### src/rtl/muldiv_unit_pkg.sv
// Shared types and helpers for the RV64M multiply/divide unit.
package muldiv_unit_pkg;

  typedef enum logic [2:0] {
    OP_MUL  = 3'd0,
    OP_DIV  = 3'd1,
    OP_DIVU = 3'd2,
    OP_REM  = 3'd3,
    OP_REMU = 3'd4
  } mdu_op_t;

  localparam int DIV_ITERS = 64;

  function automatic logic [63:0] sext32(input logic [63:0] x);
    return {{32{x[31]}}, x[31:0]};
  endfunction

endpackage

### src/rtl/muldiv_unit_divider_iterative.sv
// Restoring unsigned divider, one quotient bit per cycle; divide by zero
// naturally yields all-ones quotient and remainder = dividend.
module divider_iterative
  import muldiv_unit_pkg::*;
(
  input  logic        clk,
  input  logic        reset,
  input  logic        start,
  input  logic        abort,
  input  logic [63:0] dividend,
  input  logic [63:0] divisor,
  output logic        done,
  output logic [63:0] quotient,
  output logic [63:0] remainder
);

  logic [127:0] acc;
  logic [63:0]  dvs;
  logic [6:0]   count;
  logic         running;

  // acc holds {partial remainder, remaining dividend / quotient bits}
  function automatic logic [127:0] step(input logic [127:0] cur, input logic [63:0] d);
    logic [64:0] partial;
    logic [65:0] trial;
    partial = cur[127:63];
    trial   = {1'b0, partial} - {2'b00, d};
    if (!trial[65]) step = {trial[63:0], cur[62:0], 1'b1};
    else            step = {partial[63:0], cur[62:0], 1'b0};
  endfunction

  always_ff @(posedge clk) begin
    if (reset) begin
      acc     <= '0;
      dvs     <= '0;
      count   <= '0;
      running <= 1'b0;
      done    <= 1'b0;
    end else begin
      done <= 1'b0;
      if (abort) begin
        running <= 1'b0;
        count   <= '0;
      end else if (start) begin
        // first iteration is folded into the start cycle
        acc     <= step({64'd0, dividend}, divisor);
        dvs     <= divisor;
        count   <= 7'(DIV_ITERS - 1);
        running <= 1'b1;
      end else if (running) begin
        acc   <= step(acc, dvs);
        count <= count - 7'd1;
        if (count == 7'd1) begin
          running <= 1'b0;
          done    <= 1'b1;
        end
      end
    end
  end

  assign quotient  = acc[63:0];
  assign remainder = acc[127:64];

endmodule

### src/rtl/muldiv_unit.sv
// RV64M execute-stage mul/div controller. Optional MDU_DIV_SPECIAL_BYPASS_EN
// short-circuits divide-by-zero and signed overflow without iterating.
module muldiv_unit
  import muldiv_unit_pkg::*;
(
  input  logic        clk,
  input  logic        reset,
  input  logic        valid,
  input  logic        flush,
  input  mdu_op_t     op,
  input  logic        is_word,
  input  logic [63:0] a,
  input  logic [63:0] b,
  output logic        busy,
  output logic        done,
  output logic [63:0] result,
  output logic        mul_valid,
  output logic [63:0] mul_a,
  output logic [63:0] mul_b,
  input  logic        mul_done,
  input  logic [63:0] mul_c
);

  typedef enum logic [1:0] {S_IDLE, S_MUL, S_DIV, S_FIN} state_t;

  state_t      state;
  mdu_op_t     op_q;
  logic        word_q, div_start, byp_q;
  logic [63:0] opa, opb;
  logic        div_done;
  logic [63:0] quo, rem;

  logic        signed_in, is_rem_in;
  logic [63:0] a_ext, b_ext;
  always_comb begin
    signed_in = (op == OP_MUL) || (op == OP_DIV) || (op == OP_REM);
    is_rem_in = (op == OP_REM) || (op == OP_REMU);
    a_ext = a;
    b_ext = b;
    if (is_word) begin
      a_ext = signed_in ? sext32(a) : {32'd0, a[31:0]};
      b_ext = signed_in ? sext32(b) : {32'd0, b[31:0]};
    end
  end

  logic        signed_q, neg_a, neg_b;
  logic [63:0] mag_a, mag_b, quo_fix, rem_fix, div_res;
  always_comb begin
    signed_q = (op_q == OP_DIV) || (op_q == OP_REM);
    neg_a    = signed_q & opa[63];
    neg_b    = signed_q & opb[63];
    mag_a    = neg_a ? -opa : opa;
    mag_b    = neg_b ? -opb : opb;
    quo_fix  = ((neg_a ^ neg_b) && (opb != '0)) ? -quo : quo;
    rem_fix  = neg_a ? -rem : rem;
    div_res  = ((op_q == OP_REM) || (op_q == OP_REMU)) ? rem_fix : quo_fix;
    if (word_q) div_res = sext32(div_res);
  end

  logic        special;
  logic [63:0] special_res;
`ifdef MDU_DIV_SPECIAL_BYPASS_EN
  always_comb begin
    special     = 1'b0;
    special_res = '0;
    if (op != OP_MUL) begin
      if (b_ext == '0) begin
        special     = 1'b1;
        special_res = is_rem_in ? a_ext : '1;
      end else if (signed_in && (a_ext == {1'b1, 63'd0}) && (b_ext == '1)) begin
        special     = 1'b1;
        special_res = is_rem_in ? '0 : a_ext;
      end
    end
    if (is_word) special_res = sext32(special_res);
  end
`else
  assign special     = 1'b0;
  assign special_res = {63'd0, is_rem_in & 1'b0};
`endif

  always_ff @(posedge clk) begin
    if (reset) begin
      state     <= S_IDLE;
      op_q      <= OP_MUL;
      word_q    <= 1'b0;
      opa       <= '0;
      opb       <= '0;
      div_start <= 1'b0;
      byp_q     <= 1'b0;
      mul_valid <= 1'b0;
      done      <= 1'b0;
      result    <= '0;
    end else begin
      done      <= 1'b0;
      div_start <= 1'b0;
      if (flush) begin
        state     <= S_IDLE;
        mul_valid <= 1'b0;
        byp_q     <= 1'b0;
      end else begin
        case (state)
          S_IDLE: if (valid) begin
            op_q   <= op;
            word_q <= is_word;
            opa    <= a_ext;
            opb    <= b_ext;
            if (op == OP_MUL) begin
              state     <= S_MUL;
              mul_valid <= 1'b1;
            end else if (special) begin
              // spend one FIN cycle before the done pulse to keep T+2 latency
              state  <= S_FIN;
              byp_q  <= 1'b1;
              result <= special_res;
            end else begin
              state     <= S_DIV;
              div_start <= 1'b1;
            end
          end
          S_MUL: if (mul_done) begin
            state     <= S_FIN;
            mul_valid <= 1'b0;
            done      <= 1'b1;
            result    <= word_q ? sext32(mul_c) : mul_c;
          end
          S_DIV: if (div_done) begin
            state  <= S_FIN;
            done   <= 1'b1;
            result <= div_res;
          end
          S_FIN: begin
            if (byp_q) begin
              byp_q <= 1'b0;
              done  <= 1'b1;
            end else begin
              state <= S_IDLE;
            end
          end
          default: state <= S_IDLE;
        endcase
      end
    end
  end

  assign busy  = (state != S_IDLE);
  assign mul_a = opa;
  assign mul_b = opb;

  divider_iterative u_div (
    .clk       (clk),
    .reset     (reset),
    .start     (div_start),
    .abort     (flush),
    .dividend  (mag_a),
    .divisor   (mag_b),
    .done      (div_done),
    .quotient  (quo),
    .remainder (rem)
  );

endmodule
### config.mk
export PLATFORM = sky130hd
export DESIGN_NAME = muldiv_unit
export DESIGN_NICKNAME = d
export VERILOG_FILES = /design/src/rtl/muldiv_unit_pkg.sv /design/src/rtl/muldiv_unit_divider_iterative.sv /design/src/rtl/muldiv_unit.sv
export SDC_FILE = /design/constraint.sdc
export NUM_CORES = 1
export LEC_CHECK = 0
export CORE_MARGIN = 1.5
export CORE_UTILIZATION = 55
export DETAILED_ROUTE_END_ITERATION = 16
export MAX_ROUTING_LAYER = met4
export PLACE_DENSITY = 0.81
export SLEW_MARGIN = 20
export SYNTH_ARGS = -nofsm -noshare
export SYNTH_HDL_FRONTEND = slang
export SYNTH_SLANG_ARGS = --single-unit
### constraint.sdc
create_clock -name clk -period 5.9 [get_ports clk]
set_input_delay 1.18 -clock clk [delete_from_list [all_inputs] [get_ports clk]]
set_output_delay 1.18 -clock clk [all_outputs]
set_load 0.05 [all_outputs]
==> flow_summary.json, run 1 <==
{
  "drc": 0,
  "crit_family": "simple AND/OR/NAND/NOR gates",
  "drt_iter0_drc": 3960,
  "drv_slew": 0,
  "ys.warnings.count": 0,
  "grt_pass1_wl_microns": 149000,
  "mostFrequentLayoutCells": "494 x nor2_1, 401 x dfxtp_1, 393 x clkdlybuf4s50_1",
  "period_needed_ps": 5550,
  "die_h_microns": 226,
  "start_util": 0.558,
  "drive_above_1_share": 0.0551,
  "viasPerCell": 6.31,
  "grt_usage": 0.380,
  "grt_pass1_vias": 26200,
  "crit_arrival_ps": 6030,
  "cp_common_cell": "or4_1",
  "synth_nets": 3939,
  "path_buf_inv": 3,
  "synth.area.top_cells": "dfxtp_1 29%, nor2_1 6.8%, a211oi_1 6.7%",
  "globalplace.congestion": 1.04,
  "fmax_mhz": 180,
  "finalWirelength_microns": 96600,
  "die_x_microns": 226,
  "crit_chain": "or4_1 > nor4_1 > buf_4 > nand4_1 > or4_1 > or4_4 > o31ai_2 > nand2_1 > ha_1 > inv_1 > ha_1 > and4_1 > nand4_1 > or4_1 > nor4_4 > nor3b_2 > buf_4 > a2111oi_2",
  "worst_clock_skew_ps": 23.8,
  "hp-class": "reg2reg",
  "ant_nets": 0,
  "synth_edf_count": 0,
  "cap_violations": 0,
  "pre_cts_slack_ps": 216,
  "antenna_found_initial": 5,
  "period_share": 0.941,
  "tightest_slew_ps": 1070,
  "root_buffer": "clkbuf_16",
  "max_stage_delay_ps": 560,
  "vdd_drop_max_mv": 0.338,
  "p_leak_nw": 11.9,
  "clkLatencyLatePin_ps": 600,
  "crit_path_start_kind": "flip-flop",
  "dieArea_sq_um": 51100,
  "crit_type": "reg2reg",
  "run_status": "finished, final reports clean",
  "synth-async-reset-ratio": 0,
  "ys.flop_type": "dfxtp_1",
  "ioPinCount": 396,
  "coreArea_sq_um": 49100,
  "syn_to_final_growth_pct": 21.6,
  "cp_data_required_time_ps": 6370,
  "grt.overflow.total": 0,
  "slowest_stage": "or4_1",
  "slew_headroom": 0.289,
  "clk_pin_slew_ps": 60,
  "row_count": 81,
  "vias": 29000,
  "grt_start_max_net_pins": 155,
  "syn_avg_cell_area_sq_um": 7.47,
  "layout_commonest_cell": "nor2_1",
  "yosysSeqAreaShare": 0.294,
  "ctsHoldBuffers": 0,
  "ys_ff_latch": 402,
  "finalSetupViolCount": 0,
  "netlist_area_sq_um": 27300,
  "fillerInstances": 4282,
  "setup_ws_ps": 346,
  "powerDensity_nw_per_um2": 290,
  "hold_viol": 0,
  "hpwl_microns": 71200,
  "firstDrtPassIters": 6,
  "tritoncts": "done",
  "cts-htree-levels": 2,
  "end_kind": "flip-flop",
  "crit_path_max_fanout": 31,
  "numPortBuffers": 395,
  "synth_cells": 3662,
  "avgRoutedWirePerCell_microns": 21.0,
  "yosysTopAreaCell": "dfxtp_1",
  "nNetsFinal": 4163,
  "cts_buffers": 45,
  "yosys.cell_types.count": 79,
  "grt_setup_unrepaired": "false",
  "yosysTopAreaCellShare": 0.294,
  "clock_sinks": 402,
  "setup-tns-final_ps": 0,
  "clock_path_buffers": 3
}
==> synth_stat cells, drive strengths merged, types with 7 or more instances <==
master   instances
mux2i           69
a21oi          359
a31oi           36
or3             35
a311oi          15
o31ai           35
nor4b            9
clkbuf         252
o21ai          187
nand2          314
nor2b           19
nand2b          75
xnor2          170
dfxtp          402
a21boi           7
and4            10
a32oi            7
and3            12
a2111oi         31
a211oi         243
nor4            63
nor2           499
and2            15
ha              75
nand3b           9
or2              8
o22ai           26
nand4           43
inv            125
nor3            80
nor3b            9
nand3           51
o41ai           21
a21o            29
o21bai          12
o211ai          17
xor2           121
o21a            26
a211o            8
or4             37
buf             22
==> cells by family after synthesis <==
logic type                 Yosys count  synth area share
and+or+nand+nor                   1301             0.225
AOI/OAI and AO/OA                 1118             0.269
DFF                                402             0.294
buffers and inverters              399            0.0560
xor gates and xnor gates           291            0.0932
adders and majority gates           76            0.0350
muxes                               75            0.0277
==> layer usage <==
metal / GRT usage / vias to the layer above / share of wire
met4: 0.136 / 0 / 0.034
met1: 0.519 / 13600 / 0.43
met2: 0.565 / 1524 / 0.44
met5: - / - / 0
li1: - / 13700 / -
met3: 0.0596 / 234 / 0.097
==> worst min-delay path: cells and delay by family (launching register included) <==
kind / cells / cell delay (ps)
compound gates: 1 / 60
flops: 1 / 320
simple gates: 1 / 40
==> what timing repair did <==
action,CTS,global route
hold endpoints to repair,0,0
buffers inserted,0,2
gates resized for setup,0,2
setup endpoints to repair,0,32
==> sequential cells by signal, indices dropped and copies added, names as in the netlist, 2 cells and up <==
| signal | cells |
|---|---|
| u_div.acc | 128 |
| mul_a | 64 |
| mul_b | 64 |
| result | 64 |
| u_div.dvs | 64 |
| u_div.count | 7 |
| op_q | 3 |
| state | 2 |
==> layout make-up <==
| type | count | area (sq um) | share of cell area |
|---|---|---|---|
| diodes | 6 | 15.0 | 0.000451 |
| clock buffers | 65 | 1340 | 0.0404 |
| multi-input cells | 2861 | 17900 | 0.537 |
| repair buffers | 451 | 4420 | 0.133 |
| clock inverters | 17 | 272 | 0.00816 |
| inverters | 125 | 469 | 0.0141 |
| flip-flops and latches | 402 | 8050 | 0.242 |
| well taps | 664 | 831 | 0.0250 |
==> power breakdown <==
part | switching (W) | leakage, nW | internal [W] | total (W)
sequential | 0.000230 | 3.27 | 0.00285 | 0.00308
clock | 0.00121 | 0.800 | 0.00189 | 0.00310
combinational | 0.00214 | 7.86 | 0.00133 | 0.00347
==> stage by stage <==
stage	total power (W)	instances	util	cell area (sq um)	hold WS (ps)
after CTS	0.00958	4582	0.677	33200	458
after global placement	0.00648	4500	0.644	31600	433
after floorplan	0.00550	3662	-	27300	436
after global routing	0.0100	4590	0.678	33300	476
final	0.00965	4591	0.678	33300	458
after detailed placement	0.00650	4500	0.644	31600	444
==> worst paths after layout <==
kind              start              to  slack, ps  depth (start not counted)
max            mul_a[8]  u_div.acc[105]        350                         18
min          result[43]      result[43]        460                          2
max reg2reg    mul_a[8]  u_div.acc[105]        350                         18
min reg2reg  result[43]      result[43]        460                          2
No activity file was read; power rests on OpenSTA's default activity.
==> inputs of run 2 (changes only) <==
--- a/config.mk
+++ b/config.mk
@@ -5,6 +5,8 @@
 export SDC_FILE = /design/constraint.sdc
 export NUM_CORES = 1
 export LEC_CHECK = 0
+export ABC_CLOCK_PERIOD_IN_PS = 5900
+export CAP_MARGIN = 20
 export CORE_MARGIN = 1.5
 export CORE_UTILIZATION = 55
 export DETAILED_ROUTE_END_ITERATION = 16
==> results of run 2 <==
No change in the layout: final DEF, timing and power equal those of run 1.
